--- src/rtl/fb_write_ctrl_if.sv ---
// Renderer-to-controller pixel handshake and controller-to-framebuffer write bus.
// The master side is the renderer, and the slave side is fb_write_ctrl.
interface fb_write_ctrl_if #(
    parameter int ADDR_WIDTH = 15,
    parameter int DATA_WIDTH = 12
);
    logic                  draw_valid;
    logic                  draw_ready;
    logic [ADDR_WIDTH-1:0] draw_addr;
    logic [DATA_WIDTH-1:0] draw_data;
    logic                  draw_last;
    logic                  wr_en;
    logic                  wr_buffer;
    logic [ADDR_WIDTH-1:0] wr_addr;
    logic [DATA_WIDTH-1:0] wr_data;

    modport master (
        output draw_valid, draw_addr, draw_data, draw_last,
        input  draw_ready, wr_en, wr_buffer, wr_addr, wr_data
    );

    modport slave (
        input  draw_valid, draw_addr, draw_data, draw_last,
        output draw_ready, wr_en, wr_buffer, wr_addr, wr_data
    );
endinterface

--- src/rtl/fb_write_ctrl.sv ---
// Double-buffered framebuffer write controller. Each frame has an optional clear pass
// and a pixel draw pass, then waits until the display swaps to the drawn buffer.
module fb_write_ctrl #(
    parameter int                           BUFFER_WIDTH      = 160,
    parameter int                           BUFFER_HEIGHT     = 120,
    parameter int                           BUFFER_DATA_WIDTH = 12,
    parameter int                           BUFFER_ADDR_WIDTH = $clog2(BUFFER_WIDTH*BUFFER_HEIGHT),
    parameter logic [BUFFER_DATA_WIDTH-1:0] CLEAR_COLOR       = BUFFER_DATA_WIDTH'(12'h000),
    parameter bit                           CLEAR_EN          = 1'b1
) (
    input  logic           clk_pixel,
    input  logic           rstn_pixel,
    input  logic           buffer_select,
    input  logic           frame_start,
    fb_write_ctrl_if.slave bus,
    output logic           busy,
    output logic           frame_done,
    output logic           tear_err,
    output logic           oob_err
);
    localparam int unsigned                  PIXEL_COUNT   = BUFFER_WIDTH * BUFFER_HEIGHT;
    localparam logic [BUFFER_ADDR_WIDTH:0]   PIXEL_COUNT_W = (BUFFER_ADDR_WIDTH+1)'(PIXEL_COUNT);
    localparam logic [BUFFER_ADDR_WIDTH-1:0] CLEAR_LAST    = BUFFER_ADDR_WIDTH'(PIXEL_COUNT - 1);

    typedef enum logic [1:0] {
        ST_IDLE      = 2'd0,
        ST_CLEAR     = 2'd1,
        ST_DRAW      = 2'd2,
        ST_WAIT_SWAP = 2'd3
    } state_t;

    state_t                       state_r, state_next_s;
    logic                         target_r, target_s;
    logic [BUFFER_ADDR_WIDTH-1:0] clear_cnt_r, clear_cnt_s;
    logic                         wr_en_r, wr_en_s;
    logic                         wr_buffer_r, wr_buffer_s;
    logic [BUFFER_ADDR_WIDTH-1:0] wr_addr_r, wr_addr_s;
    logic [BUFFER_DATA_WIDTH-1:0] wr_data_r, wr_data_s;
    logic                         draw_ready_r, draw_ready_s;
    logic                         busy_r, busy_s;
    logic                         frame_done_r, frame_done_s;
    logic                         tear_err_r, tear_err_s;
    logic                         oob_err_r, oob_err_s;

    logic accept_s;
    logic addr_oob_s;
    logic swapped_s;

    assign accept_s   = bus.draw_valid & draw_ready_r;
    assign addr_oob_s = {1'b0, bus.draw_addr} >= PIXEL_COUNT_W;
    assign swapped_s  = buffer_select != target_r;

    // State register
    always_ff @(posedge clk_pixel or negedge rstn_pixel) begin
        if (!rstn_pixel) begin
            state_r <= ST_IDLE;
        end else begin
            state_r <= state_next_s;
        end
    end

    // Next-state decode
    always_comb begin
        state_next_s = state_r;
        case (state_r)
            ST_IDLE: begin
                if (frame_start) begin
                    state_next_s = CLEAR_EN ? ST_CLEAR : ST_DRAW;
                end else begin
                    state_next_s = ST_IDLE;
                end
            end
            ST_CLEAR: begin
                if (clear_cnt_r == CLEAR_LAST) begin
                    state_next_s = ST_DRAW;
                end else begin
                    state_next_s = ST_CLEAR;
                end
            end
            ST_DRAW: begin
                if (accept_s && bus.draw_last) begin
                    state_next_s = ST_WAIT_SWAP;
                end else begin
                    state_next_s = ST_DRAW;
                end
            end
            ST_WAIT_SWAP: begin
                if (swapped_s) begin
                    state_next_s = ST_IDLE;
                end else begin
                    state_next_s = ST_WAIT_SWAP;
                end
            end
            default: state_next_s = ST_IDLE;
        endcase
    end

    // Output and datapath decode. Writes are staged here, so they appear on the
    // registered outputs in the cycle that follows the deciding edge.
    always_comb begin
        target_s     = target_r;
        clear_cnt_s  = clear_cnt_r;
        wr_en_s      = 1'b0;
        wr_buffer_s  = wr_buffer_r;
        wr_addr_s    = wr_addr_r;
        wr_data_s    = wr_data_r;
        frame_done_s = 1'b0;
        tear_err_s   = tear_err_r;
        oob_err_s    = oob_err_r;
        draw_ready_s = state_next_s == ST_DRAW;
        busy_s       = state_next_s != ST_IDLE;
        case (state_r)
            ST_IDLE: begin
                if (frame_start) begin
                    target_s    = buffer_select;
                    tear_err_s  = 1'b0;
                    oob_err_s   = 1'b0;
                    clear_cnt_s = '0;
                    if (CLEAR_EN) begin
                        wr_en_s     = 1'b1;
                        wr_buffer_s = buffer_select;
                        wr_addr_s   = '0;
                        wr_data_s   = CLEAR_COLOR;
                    end else begin
                        wr_en_s = 1'b0;
                    end
                end else begin
                    target_s = target_r;
                end
            end
            ST_CLEAR: begin
                tear_err_s = tear_err_r | swapped_s;
                if (clear_cnt_r != CLEAR_LAST) begin
                    clear_cnt_s = clear_cnt_r + BUFFER_ADDR_WIDTH'(1);
                    wr_en_s     = 1'b1;
                    wr_buffer_s = target_r;
                    wr_addr_s   = clear_cnt_r + BUFFER_ADDR_WIDTH'(1);
                    wr_data_s   = CLEAR_COLOR;
                end else begin
                    clear_cnt_s = clear_cnt_r;
                end
            end
            ST_DRAW: begin
                tear_err_s = tear_err_r | swapped_s;
                if (accept_s && addr_oob_s) begin
                    oob_err_s = 1'b1;
                end else if (accept_s) begin
                    wr_en_s     = 1'b1;
                    wr_buffer_s = target_r;
                    wr_addr_s   = bus.draw_addr;
                    wr_data_s   = bus.draw_data;
                end else begin
                    wr_en_s = 1'b0;
                end
            end
            ST_WAIT_SWAP: begin
                frame_done_s = swapped_s;
            end
            default: begin
                wr_en_s = 1'b0;
            end
        endcase
    end

    // Registered datapath and outputs
    always_ff @(posedge clk_pixel or negedge rstn_pixel) begin
        if (!rstn_pixel) begin
            target_r     <= 1'b0;
            clear_cnt_r  <= '0;
            wr_en_r      <= 1'b0;
            wr_buffer_r  <= 1'b0;
            wr_addr_r    <= '0;
            wr_data_r    <= '0;
            draw_ready_r <= 1'b0;
            busy_r       <= 1'b0;
            frame_done_r <= 1'b0;
            tear_err_r   <= 1'b0;
            oob_err_r    <= 1'b0;
        end else begin
            target_r     <= target_s;
            clear_cnt_r  <= clear_cnt_s;
            wr_en_r      <= wr_en_s;
            wr_buffer_r  <= wr_buffer_s;
            wr_addr_r    <= wr_addr_s;
            wr_data_r    <= wr_data_s;
            draw_ready_r <= draw_ready_s;
            busy_r       <= busy_s;
            frame_done_r <= frame_done_s;
            tear_err_r   <= tear_err_s;
            oob_err_r    <= oob_err_s;
        end
    end

    assign bus.draw_ready = draw_ready_r;
    assign bus.wr_en      = wr_en_r;
    assign bus.wr_buffer  = wr_buffer_r;
    assign bus.wr_addr    = wr_addr_r;
    assign bus.wr_data    = wr_data_r;
    assign busy           = busy_r;
    assign frame_done     = frame_done_r;
    assign tear_err       = tear_err_r;
    assign oob_err        = oob_err_r;
endmodule
--- src/flat_wrapper.sv ---
// flat-port wrapper written by rule: the top's interface ports become plain ports
module fb_write_ctrl_flat 
#(
    parameter int                           BUFFER_WIDTH      = 160,
    parameter int                           BUFFER_HEIGHT     = 120,
    parameter int                           BUFFER_DATA_WIDTH = 12,
    parameter int                           BUFFER_ADDR_WIDTH = $clog2(BUFFER_WIDTH*BUFFER_HEIGHT),
    parameter logic [BUFFER_DATA_WIDTH-1:0] CLEAR_COLOR       = BUFFER_DATA_WIDTH'(12'h000),
    parameter bit                           CLEAR_EN          = 1'b1
)
  (clk_pixel, rstn_pixel, buffer_select, frame_start, busy, frame_done, tear_err, oob_err, bus_draw_valid, bus_draw_addr, bus_draw_data, bus_draw_last, bus_draw_ready, bus_wr_en, bus_wr_buffer, bus_wr_addr, bus_wr_data);
  fb_write_ctrl_if bus_i ();
  input  logic clk_pixel;
  input  logic rstn_pixel;
  input  logic buffer_select;
  input  logic frame_start;
  output logic busy;
  output logic frame_done;
  output logic tear_err;
  output logic oob_err;
  input wire logic [$bits(bus_i.draw_valid)-1:0] bus_draw_valid;
  input wire logic [$bits(bus_i.draw_addr)-1:0] bus_draw_addr;
  input wire logic [$bits(bus_i.draw_data)-1:0] bus_draw_data;
  input wire logic [$bits(bus_i.draw_last)-1:0] bus_draw_last;
  output wire logic [$bits(bus_i.draw_ready)-1:0] bus_draw_ready;
  output wire logic [$bits(bus_i.wr_en)-1:0] bus_wr_en;
  output wire logic [$bits(bus_i.wr_buffer)-1:0] bus_wr_buffer;
  output wire logic [$bits(bus_i.wr_addr)-1:0] bus_wr_addr;
  output wire logic [$bits(bus_i.wr_data)-1:0] bus_wr_data;
  assign bus_i.draw_valid = bus_draw_valid;
  assign bus_i.draw_addr = bus_draw_addr;
  assign bus_i.draw_data = bus_draw_data;
  assign bus_i.draw_last = bus_draw_last;
  assign bus_draw_ready = bus_i.draw_ready;
  assign bus_wr_en = bus_i.wr_en;
  assign bus_wr_buffer = bus_i.wr_buffer;
  assign bus_wr_addr = bus_i.wr_addr;
  assign bus_wr_data = bus_i.wr_data;
  fb_write_ctrl #(.BUFFER_WIDTH(BUFFER_WIDTH), .BUFFER_HEIGHT(BUFFER_HEIGHT), .BUFFER_DATA_WIDTH(BUFFER_DATA_WIDTH), .BUFFER_ADDR_WIDTH(BUFFER_ADDR_WIDTH), .CLEAR_COLOR(CLEAR_COLOR), .CLEAR_EN(CLEAR_EN)) u_core (.clk_pixel(clk_pixel), .rstn_pixel(rstn_pixel), .buffer_select(buffer_select), .frame_start(frame_start), .bus(bus_i), .busy(busy), .frame_done(frame_done), .tear_err(tear_err), .oob_err(oob_err));
endmodule
--- config.mk ---
export PLATFORM = sky130hd
export DESIGN_NAME = fb_write_ctrl_flat
export DESIGN_NICKNAME = d
export VERILOG_FILES = /design/src/rtl/fb_write_ctrl_if.sv /design/src/rtl/fb_write_ctrl.sv /design/src/flat_wrapper.sv
export SDC_FILE = /design/constraint.sdc
export NUM_CORES = 1
export LEC_CHECK = 0
export CORE_ASPECT_RATIO = 0.9
export CORE_UTILIZATION = 49
export DETAILED_ROUTE_END_ITERATION = 10
export PLACE_DENSITY = 0.86
export REMOVE_ABC_BUFFERS = 1
export SYNTH_ARGS = -nofsm -noshare
export SYNTH_HDL_FRONTEND = slang
export SYNTH_SLANG_ARGS = --single-unit
--- constraint.sdc ---
create_clock -name clk_pixel -period 2.7 [get_ports clk_pixel]
set_clock_uncertainty 0.2 [all_clocks]
set_input_delay 0.405 -clock clk_pixel [delete_from_list [all_inputs] [get_ports clk_pixel]]
set_output_delay 0.405 -clock clk_pixel [all_outputs]
set_load 0.01 [all_outputs]
==> metrics, run 1 <==
Worst R2R Start=u_core.clear_cnt_r[12]$_DFFE_PN0P_; Slew Limit Headroom=40.3%; CP endpoint kind=register; largest net degree at the start of global routing=42; hpwl dp=between 4000 and 5000 um; Clock Latency Late Sink=about 0.30 ns; hold_buf cts=0; crit-path cells=or3b_2 > nor4_2 > a221o_1 > buf_4 > nand2_1 > o21ai_0; Post-CTS Resized=0; fin util=roughly two thirds; global-route wire length before repair=~11000 um; final hold viol count=0; leading area contributor after synthesis=dfrtp_1; RSZ-0062 raised after global routing=false; Critical Path Slowest Stage Cell=or3b_2; Synth Register Bits=52; Die Wd=around 80 um; DR WL met3=431 um; Sink Count=52; dpl cells=between 300 and 400; Avg Cell Area, Syn=about 10 um2; Setup CP Type=reg2reg; vias in the first global route=roughly 2300; M1 WL=2940 um; Post-CTS Setup Bufs=0; WP data required=around 2.7 ns; Psw=~280 uW; Slew Viols, Final=0; drt drc=0; Max clock buf depth=2; vias per std cell=slightly below 6; status=finished, final reports clean; Vias=between 2000 and 2500; Reg power frac=60.4%; number of synthesized flops with an enable pin=0; Pwr Total=about 1.3 mW; post-synth cell types=46; total leakage power=roughly 1.5 nW; DR WL/cell=~16 um; Diodes inserted=0; DRT Pass-1 Iters=4; Tot GR Track Use=approximately a quarter; worst reg-to-reg path cell count=6; Worst-Margin Slew=a little under 0.9 ns; Fmax=around 400 MHz; synth top area cells=dfrtp_1 (48%), a22o_1 (7.5%), nand2_1 (4.2%); starting DRC count in detailed routing=~190; most common cell in the netlist=dfrtp_1; Die H=between 70 and 80 um; core area=about 5300 um2; Mapped Area=around 2700 um2; Die Area=around 5800 um2; Ys Warns=0; Combinational Power Share=approximately 5.7%; post-layout min period=2.50 ns; initial antenna violation count=0; Synth top area share=around 48%; PwrDens=about 370 nW/um2; routed wire length=between 6000 and 7000 um; total CTS buffers=5; DP Worst Slack=0.0427 ns; peak supply drop=roughly 0.00018 V; input/output buffers=66; post-synthesis to final-layout area growth=31.0%; Non-Filler Instances=around 400; period utilization=just over 90%; clock root buffer=clkbuf_8; Initial Util=51.1%; max-cap viol count=0; Worst setup SP type=register; gp weighted congestion=0.886; worst setup margin=between 0.15 and 0.2 ns; Sw Share=22.1%; final setup vio count=0; Syn Inst Count=approximately 260; r2r endpoint=u_core.bus.wr_addr[6]$_DFFE_PN0P_; uppermost routed layer=met4; Row Count=25; layout cells sized above 1=9.64%; P_int=about 1 mW; post-synthesis sequential area ratio=48.4%; Met2 Wirelength=just under 3000 um; clock share of power=between 30% and 40%; Post-DRT Antenna Nets=0; async set or reset register ratio after synthesis=100%; Synth top cells by count=dfrtp_1 (52), nand2_1 (30), a22o_1 (23); top_reg_cell synth=dfrtp_1; HP Class=in2async; NumNets Final=369; H-tree levels=2; WHS=0.0193 ns; IO Pins=67; flop2flop setup slack=approximately 0.20 ns; worst path arrival time=approximately 2.5 ns; total grt overflow=0; CTS tree=done; Worst path max stage delay=~0.53 ns; CP Max Fanout=23; clock-pin slew on the worst setup and hold paths=roughly 0.09 ns
## cells by family after synthesis
logic type	share of synthesized area (%)
buffers and inverters	4.15
adder cells (fa/ha/maj)	2.33
AND/OR/NAND/NOR	14.9
multiplexers	2.38
XOR/XNOR	3.26
AO/OA/AOI/OAI	24.6
flip-flops	48.4
## per-layer routing
metal  global-route usage [%]  vias to the layer above
met1                     34.4                     1138
met3                     5.16                       13
li1                         -                     1099
met4                     8.73                        0
met2                     37.7                       88
met5                        0                        -
## layout make-up
class                      count  area [um2]
clock buffer                   5        68.8
clock inverter                 3        18.8
fill                         422        1740
inverter                       7        26.3
multi-input combinational    187        1270
sequential                    52        1300
tap                           67        83.8
timing repair buffer          78         746
## worst max-delay path by stage
stage | end | slack, ns | startpoint
after floorplan | u_core.clear_cnt_r[0]$_DFFE_PN0P_ | -0.33 | u_core.state_r[1]$_DFF_PN0_
after detailed placement | u_core.bus.wr_addr[5]$_DFFE_PN0P_ | 0.04 | bus_draw_addr[8]
after global routing | u_core.bus.wr_addr[6]$_DFFE_PN0P_ | 0.09 | u_core.clear_cnt_r[12]$_DFFE_PN0P_
after CTS | u_core.bus.wr_addr[6]$_DFFE_PN0P_ | 0.22 | u_core.clear_cnt_r[12]$_DFFE_PN0P_
after global placement | u_core.bus.wr_addr[8]$_DFFE_PN0P_ | 0.14 | bus_draw_addr[9]
final | u_core.bus.wr_addr[6]$_DFFE_PN0P_ | 0.20 | u_core.clear_cnt_r[12]$_DFFE_PN0P_
## sequential cells by signal, indices dropped and copies added, names as in the netlist
name / flops
u_core.target_r: 1
u_core.state_r: 2
u_core.bus.wr_addr: 15
u_core.tear_err: 1
u_core.frame_done: 1
u_core.bus.wr_en: 1
u_core.clear_cnt_r: 15
u_core.busy: 1
u_core.bus.wr_data: 12
u_core.oob_err: 1
u_core.bus.wr_buffer: 1
u_core.bus.draw_ready: 1
## through the flow
stage	area, um2	TNS, ns
finish	3520	0
global route	3520	0
CTS	3520	0
detailed placement	3430	0
global placement	3430	0
floorplan	2600	-2.64
## power groups by stage
| stage | Sequential, mW | Combinational, mW | Clock [mW] |
|---|---|---|---|
| after floorplan | 0.794 | 0.00491 | 0 |
| after global placement | 0.794 | 0.0740 | 0 |
| after detailed placement | 0.794 | 0.0741 | 0 |
| after CTS | 0.778 | 0.0747 | 0.451 |
| after global routing | 0.778 | 0.0804 | 0.479 |
| final | 0.778 | 0.0734 | 0.437 |
## critical path, delay by kind of cell, from the launching register on
family | cells | cell delay, ns
compound gates | 2 | 0.47
buf+inv | 1 | 0.30
flops | 1 | 0.47
simple gates | 3 | 0.97
## placed cells by master (no fill, tap or decap), types with 3 or more instances in the layout
cell type	synthesis	layout
mux2_2	3	3
o21ai_0	20	20
clkbuf_8	0	5
xnor2_1	9	9
or4_1	4	4
mux2i_1	3	3
nor2b_1	3	3
o31ai_1	7	7
a22o_1	23	23
a21o_1	7	7
nor2_1	11	11
buf_4	5	12
dfrtp_1	52	52
nand3_1	5	5
a21oi_1	6	6
ha_1	5	5
nor3_1	3	3
inv_1	7	7
or2_2	4	4
nand2_1	30	30
clkdlybuf4s50_1	0	65
a22oi_1	10	10
nand2b_1	4	4
a31oi_1	3	3
No activity file was read; power rests on OpenSTA's default activity.
==> inputs of run 2 (changes only) <==
--- a/config.mk
+++ b/config.mk
@@ -5,7 +5,7 @@
 export SDC_FILE = /design/constraint.sdc
 export NUM_CORES = 1
 export LEC_CHECK = 0
-export CORE_ASPECT_RATIO = 0.9
+export CORE_MARGIN = 3
 export CORE_UTILIZATION = 49
 export DETAILED_ROUTE_END_ITERATION = 10
 export PLACE_DENSITY = 0.86
==> run 2 against run 1 <==
Net effect: first-iteration DRC count shrank 9.9%; wire length grew 0.53%; sequential cell count is the same; cell area grew 0.36%; critical endpoint is now u_core.clear_cnt_r[9]$_DFFE_PN0P_; largest cell class unchanged.
==> metrics, run 2 (synthesis results as in run 1) <==
flop2flop setup slack=0.21 ns (was 0.20 ns); HP Class=reg2reg (was in2async); final hold viol count=0 (unchanged); Die Area=6410 um2 (was 5780 um2); M1 WL=2800 um (was 2940 um); max-cap viol count=0 (unchanged); Max clock buf depth=2 (unchanged); Psw=286 uW (was 285 uW); Post-DRT Antenna Nets=0 (unchanged); Worst R2R Start=u_core.clear_cnt_r[0]$_DFFE_PN0P_ (was u_core.clear_cnt_r[12]$_DFFE_PN0P_); vias per std cell=5.58 (was 5.86); Setup CP Type=reg2reg (unchanged); worst reg-to-reg path cell count=7 (was 6); starting DRC count in detailed routing=172 (was 191); period utilization=92.2% (was 92.7%); fill cell total of the finished layout=386 (was 422); WP data required=2.70 ns (was 2.72 ns); Pwr Total=1.30 mW (was 1.29 mW); Tot GR Track Use=21.1% (was 24.5%); WHS=0.294 ns (was 0.0193 ns); final setup vio count=0 (unchanged); worst setup margin=0.210 ns (was 0.196 ns); Worst Hold End=u_core.bus.wr_addr[1]$_DFFE_PN0P_; status=finished, final reports clean (unchanged); clock-pin slew on the worst setup and hold paths=0.09 ns (about the same); clock root buffer=clkbuf_8 (unchanged); DR WL met3=472 um (was 431 um); Met2 Wirelength=3180 um (was 2980 um); input/output buffers=66 (unchanged); Combinational Power Share=5.9% (was 5.7%); fin area=3530 um2 (was 3520 um2); PwrDens=367 nW/um2 (was 366 nW/um2); total leakage power=1.51 nW (was 1.52 nW); dpl cells=392 (was 391); FF/Latch Area=1300 um2 (unchanged); Slew Limit Headroom=60.9% (was 40.3%); total CTS buffers=5 (unchanged); Post-Place Cell Area=3430 um2 (about the same); clock share of power=34.0% (was 33.9%); NumNets Final=368 (was 369); worst path arrival time=2.49 ns (was 2.52 ns); Die H=80.0 um (was 72.2 um); layout cells sized above 1=8.76% (was 9.64%); largest net degree at the start of global routing=31 (was 42); CP Max Fanout=22 (was 23); peak supply drop=0.000242 V (was 0.000183 V); Row Count=26 (was 25); Reg power frac=60.0% (was 60.4%); post-layout min period=2.49 ns (was 2.50 ns); core area=5200 um2 (was 5260 um2); Vias=2239 (was 2338); drt drc=0 (unchanged); Post-CTS Setup Bufs=0 (unchanged); total grt overflow=0 (unchanged); area of the multi-input gates=1270 um2 (unchanged); hpwl dp=4890 um (was 4760 um); RSZ-0062 raised after global routing=false (unchanged); Initial Util=51.6% (was 51.1%); vias in the first global route=2215 (was 2295); Fmax=402 MHz (was 399 MHz); uppermost routed layer=met4 (unchanged); Non-Filler Instances=401 (was 399); initial antenna violation count=0 (unchanged); Sw Share=22.1% (about the same); DP Worst Slack=0.148 ns (was 0.0427 ns); Worst setup SP type=register (unchanged); Diodes inserted=0 (unchanged); DRT Pass-1 Iters=4 (unchanged); DR WL/cell=16.2 um (about the same); most frequent cells in the layout=clkdlybuf4s50_1 (65), dfrtp_1 (52), nand2_1 (30) (unchanged); Die Wd=80.0 um (about the same); H-tree levels=2 (unchanged); Worst Min Path Start=u_core.bus.wr_addr[1]$_DFFE_PN0P_; global-route wire length before repair=10800 um (was 10900 um); Post-CTS Resized=0 (unchanged); Clock Latency Late Sink=0.30 ns (about the same); gp weighted congestion=0.831 (was 0.886); Sink Count=52 (unchanged); commonest non-fill, non-tap cell in the layout=clkdlybuf4s50_1 (unchanged); IO Pins=67 (unchanged); Worst-Margin Slew=0.587 ns (was 0.895 ns); P_int=1.01 mW (was 1.00 mW); CTS tree=done (unchanged); Slew Viols, Final=0 (unchanged); post-synthesis to final-layout area growth=31.4% (was 31.0%); routed wire length=6510 um (was 6470 um); r2r endpoint=u_core.clear_cnt_r[9]$_DFFE_PN0P_ (was u_core.bus.wr_addr[6]$_DFFE_PN0P_); CP endpoint kind=register (unchanged); Hold Crit Depth=2
-- run 2: how the worst max path moves through the flow --
stage / to / cells after the start / start / slack (ns)
final: u_core.clear_cnt_r[9]$_DFFE_PN0P_ / 7 / u_core.clear_cnt_r[0]$_DFFE_PN0P_ / 0.21
after detailed placement: u_core.bus.wr_addr[8]$_DFFE_PN0P_ / 6 / bus_draw_addr[8] / 0.15
after global placement: u_core.bus.wr_addr[12]$_DFFE_PN0P_ / 6 / bus_draw_addr[8] / 0.21
after global routing: u_core.clear_cnt_r[9]$_DFFE_PN0P_ / 7 / u_core.clear_cnt_r[0]$_DFFE_PN0P_ / 0.10
after CTS: u_core.clear_cnt_r[9]$_DFFE_PN0P_ / 7 / u_core.clear_cnt_r[0]$_DFFE_PN0P_ / 0.24
after floorplan: u_core.clear_cnt_r[0]$_DFFE_PN0P_ / 6 / u_core.state_r[1]$_DFF_PN0_ / -0.33
-- run 2: power by group through the flow --
stage	combinational [mW]	sequential, mW	clock [mW]
final	0.0770	0.778	0.441
after global routing	0.0832	0.778	0.481
after CTS	0.0774	0.778	0.444
after detailed placement	0.0759	0.794	0
after global placement	0.0757	0.794	0
after floorplan	0.00491	0.794	0
-- run 2: per-layer routing --
| layer | up-vias | GRT usage, % |
|---|---|---|
| li1 | 1094 | - |
| met2 | 80 | 36.7 |
| met4 | 0 | 5.91 |
| met3 | 4 | 4.51 |
| met5 | - | 0 |
| met1 | 1061 | 26.4 |
-- run 2: metrics by stage --
step	util [%]	setup TNS (ns)
after floorplan	-	-2.64
after global placement	65.9	0
after detailed placement	65.9	0
after CTS	67.8	0
after global routing	67.8	0
final	67.8	0
-- run 2: area by class of cell --
| type | instances | share of cell area [%] |
|---|---|---|
| clock buffer | 6 | 2.06 |
| clock inverter | 2 | 0.461 |
| inverter | 7 | 0.744 |
| multi-input combinational | 187 | 36.1 |
| sequential | 52 | 36.9 |
| tap | 70 | 2.48 |
| timing repair buffer | 77 | 21.3 |
-- run 2: critical path: stages, from the launching register on --
cell,delay (ns)
dfrtp_1,0.40
ha_1,0.29
nand3_1,0.16
or2_1,0.33
o41ai_4,0.37
buf_4,0.30
o21ai_0,0.13
a22o_1,0.19
-- run 2: what timing repair did --
| item | CTS | global route |
|---|---|---|
| hold endpoints to repair | 25 | 0 |
| hold buffers | 1 | 0 |
| endpoints found under the setup margin | 0 | 0 |
==> inputs of run 3 (changes only) <==
--- a/config.mk
+++ b/config.mk
@@ -5,11 +5,12 @@
 export SDC_FILE = /design/constraint.sdc
 export NUM_CORES = 1
 export LEC_CHECK = 0
-export CORE_MARGIN = 3
+export CORE_MARGIN = 1
 export CORE_UTILIZATION = 49
 export DETAILED_ROUTE_END_ITERATION = 10
 export PLACE_DENSITY = 0.86
 export REMOVE_ABC_BUFFERS = 1
+export SKIP_CTS_REPAIR_TIMING = 1
 export SYNTH_ARGS = -nofsm -noshare
 export SYNTH_HDL_FRONTEND = slang
 export SYNTH_SLANG_ARGS = --single-unit
==> constraint.sdc (replaced) <==
create_clock -name clk_pixel -period 2.7 [get_ports clk_pixel]
set_clock_uncertainty 0.2 [all_clocks]
set_input_delay 0.405 -clock clk_pixel [delete_from_list [all_inputs] [get_ports clk_pixel]]
set_output_delay 0.405 -clock clk_pixel [all_outputs]
set_load 0.005 [all_outputs]
==> run 3 against run 2 <==
Net effect: sequential cell count unchanged; clock power grew 2%; critical path type unchanged; critical path depth is the same; utilization unchanged; sequential share of layout area unchanged; cell area unchanged; combinational power decreased by 1%; non-clock buffer count unchanged.
==> metrics, run 3 (synthesis results as in run 1) <==
worst path arrival time=2.51 ns (was 2.49 ns); Worst-Margin Slew=0.578 ns (was 0.587 ns); routed wire length=6570 um (was 6510 um); P_int=1.01 mW (about the same); DRT Pass-1 Iters=4 (unchanged); input/output buffers=66 (unchanged); Diodes inserted=0 (unchanged); Sw Share=22.5% (was 22.1%); status=finished, final reports clean (unchanged); Worst path max stage delay=0.40 ns (about the same); clock root buffer=clkbuf_8 (unchanged); HP Class=reg2reg (unchanged); clock share of power=34.5% (was 34.0%); layout cells sized above 1=8.76% (unchanged); Post-DRT Antenna Nets=0 (unchanged); total CTS buffers=5 (unchanged); crit path buf inv count=1 (unchanged); DR WL/cell=16.4 um (was 16.2 um); area of the multi-input gates=1270 um2 (unchanged); post-layout min period=2.51 ns (was 2.49 ns); Post-Place Cell Area=3430 um2 (unchanged); post-synthesis to final-layout area growth=31.4% (unchanged); CP top delay family=compound AO/OA/AOI/OAI gates (unchanged); NumNets Final=368 (unchanged); Vias=2306 (was 2239); worst reg-to-reg path cell count=7 (unchanged); H-tree levels=2 (unchanged); Slew Limit Headroom=61.5% (was 60.9%); Die H=76.0 um (was 80.0 um); fill cell total of the finished layout=399 (was 386); clock-pin slew on the worst setup and hold paths=0.10 ns (was 0.09 ns); starting DRC count in detailed routing=175 (was 172); period utilization=92.9% (was 92.2%); CP Max Fanout=17 (was 22); Slew Viols, Final=0 (unchanged); total leakage power=1.51 nW (about the same); Die Wd=76.0 um (was 80.0 um); Critical Path Slowest Stage Cell=dfrtp_1 (unchanged); Reg power frac=59.7% (was 60.0%); Initial Util=51.6% (unchanged); Fmax=399 MHz (was 402 MHz); RSZ-0062 raised after global routing=false (unchanged); initial antenna violation count=0 (unchanged); vias in the first global route=2246 (was 2215); commonest non-fill, non-tap cell in the layout=clkdlybuf4s50_1 (unchanged); max-cap viol count=0 (unchanged); global-route wire length before repair=11200 um (was 10800 um); Pwr Total=1.30 mW (about the same); Worst R2R Start=u_core.clear_cnt_r[0]$_DFFE_PN0P_ (unchanged); Worst Min Path Start=u_core.bus.wr_addr[13]$_DFFE_PN0P_ (was u_core.bus.wr_addr[1]$_DFFE_PN0P_); IO Pins=67 (unchanged); most frequent cells in the layout=clkdlybuf4s50_1 (65), dfrtp_1 (52), nand2_1 (30) (unchanged); Worst setup SP type=register (unchanged); Die Area=5780 um2 (was 6410 um2); PwrDens=369 nW/um2 (was 367 nW/um2); drt drc=0 (unchanged); total grt overflow=0 (unchanged); Tot GR Track Use=24.4% (was 21.1%); Worst Hold End=u_core.bus.wr_addr[13]$_DFFE_PN0P_ (was u_core.bus.wr_addr[1]$_DFFE_PN0P_); Clock Latency Late Sink=0.31 ns (was 0.30 ns); Psw=294 uW (was 286 uW); gp weighted congestion=0.875 (was 0.831); fin area=3530 um2 (unchanged); Combinational Power Share=5.8% (was 5.9%); Sink Count=52 (unchanged); Setup CP Type=reg2reg (unchanged); CTS tree=done (unchanged); largest net degree at the start of global routing=31 (unchanged); final hold viol count=0 (unchanged); total negative slack=0 ns (unchanged); CP endpoint kind=register (unchanged); Row Count=26 (unchanged); Hold Crit Depth=2 (unchanged); vias per std cell=5.75 (was 5.58); hpwl dp=4860 um (was 4890 um); peak supply drop=0.000205 V (was 0.000242 V); crit-path cells=ha_1 > nand3_1 > or2_1 > o41ai_4 > buf_4 > o21ai_1 > a22o_1 (was ha_1 > nand3_1 > or2_1 > o41ai_4 > buf_4 > o21ai_0 > a22o_1); fin util=67.8% (unchanged); core area=5200 um2 (unchanged); r2r endpoint=u_core.clear_cnt_r[11]$_DFFE_PN0P_ (was u_core.clear_cnt_r[9]$_DFFE_PN0P_); Max clock buf depth=2 (unchanged); WP data required=2.70 ns (about the same); flop2flop setup slack=0.19 ns (was 0.21 ns); final setup vio count=0 (unchanged); FF/Latch Area=1300 um2 (unchanged)
==> run 3: area by class of cell <==
cell class | instances | share of cell area (%)
clock buffers | 6 | 2.06
clock inverters | 2 | 0.461
inverters | 7 | 0.744
multi-input cells | 187 | 36.1
flip-flops and latches | 52 | 36.9
well taps | 70 | 2.48
repair buffers | 77 | 21.3
==> run 3: through the flow <==
step | setup slack [ns] | cells | hold WS [ns]
2_1_floorplan | -0.329 | 246 | -0.0906
3_3_place_gp | 0.199 | 392 | 0.233
3_5_place_dp | 0.170 | 392 | 0.236
4_1_cts | 0.196 | 400 | -0.105
5_1_grt | 0.0685 | 401 | 0.321
6_report | 0.191 | 401 | 0.291
==> run 3: routing by layer <==
metal  global-route usage [%]  share of wire, %  vias to the layer above
met5                        0                 0                        -
met1                     33.6                45                     1118
met4                     8.85               1.5                        0
met3                     3.95               4.7                        9
met2                     39.2                49                       82
li1                         -                 -                     1097
==> run 3: worst max path at each step <==
stage                                           start                            endpoint  slack (ns)  cells past startpoint
floorplan                 u_core.state_r[1]$_DFF_PN0_   u_core.clear_cnt_r[0]$_DFFE_PN0P_       -0.33                      6
global placement                    bus_draw_addr[10]  u_core.bus.wr_addr[10]$_DFFE_PN0P_        0.20                      6
detailed placement                  bus_draw_addr[10]   u_core.bus.wr_addr[6]$_DFFE_PN0P_        0.17                      6
CTS                 u_core.clear_cnt_r[0]$_DFFE_PN0P_  u_core.clear_cnt_r[11]$_DFFE_PN0P_        0.20                      7
global route        u_core.clear_cnt_r[0]$_DFFE_PN0P_   u_core.clear_cnt_r[9]$_DFFE_PN0P_        0.07                      7
finish              u_core.clear_cnt_r[0]$_DFFE_PN0P_  u_core.clear_cnt_r[11]$_DFFE_PN0P_        0.19                      7
==> run 3: worst min-delay path: cells and delay by family, from the launching register on <==
kind / cells / cell delay (ns)
AO/OA/AOI/OAI: 1 / 0.06
flip-flops: 1 / 0.36
AND/OR/NAND/NOR: 1 / 0.05
==> run 3: power groups by stage <==
stage / sequential, mW / clock, mW / combinational [mW]
detailed placement: 0.794 / 0 / 0.0754
global placement: 0.794 / 0 / 0.0747
global route: 0.778 / 0.490 / 0.0827
floorplan: 0.794 / 0 / 0.00491
finish: 0.778 / 0.449 / 0.0759
CTS: 0.778 / 0.455 / 0.0758
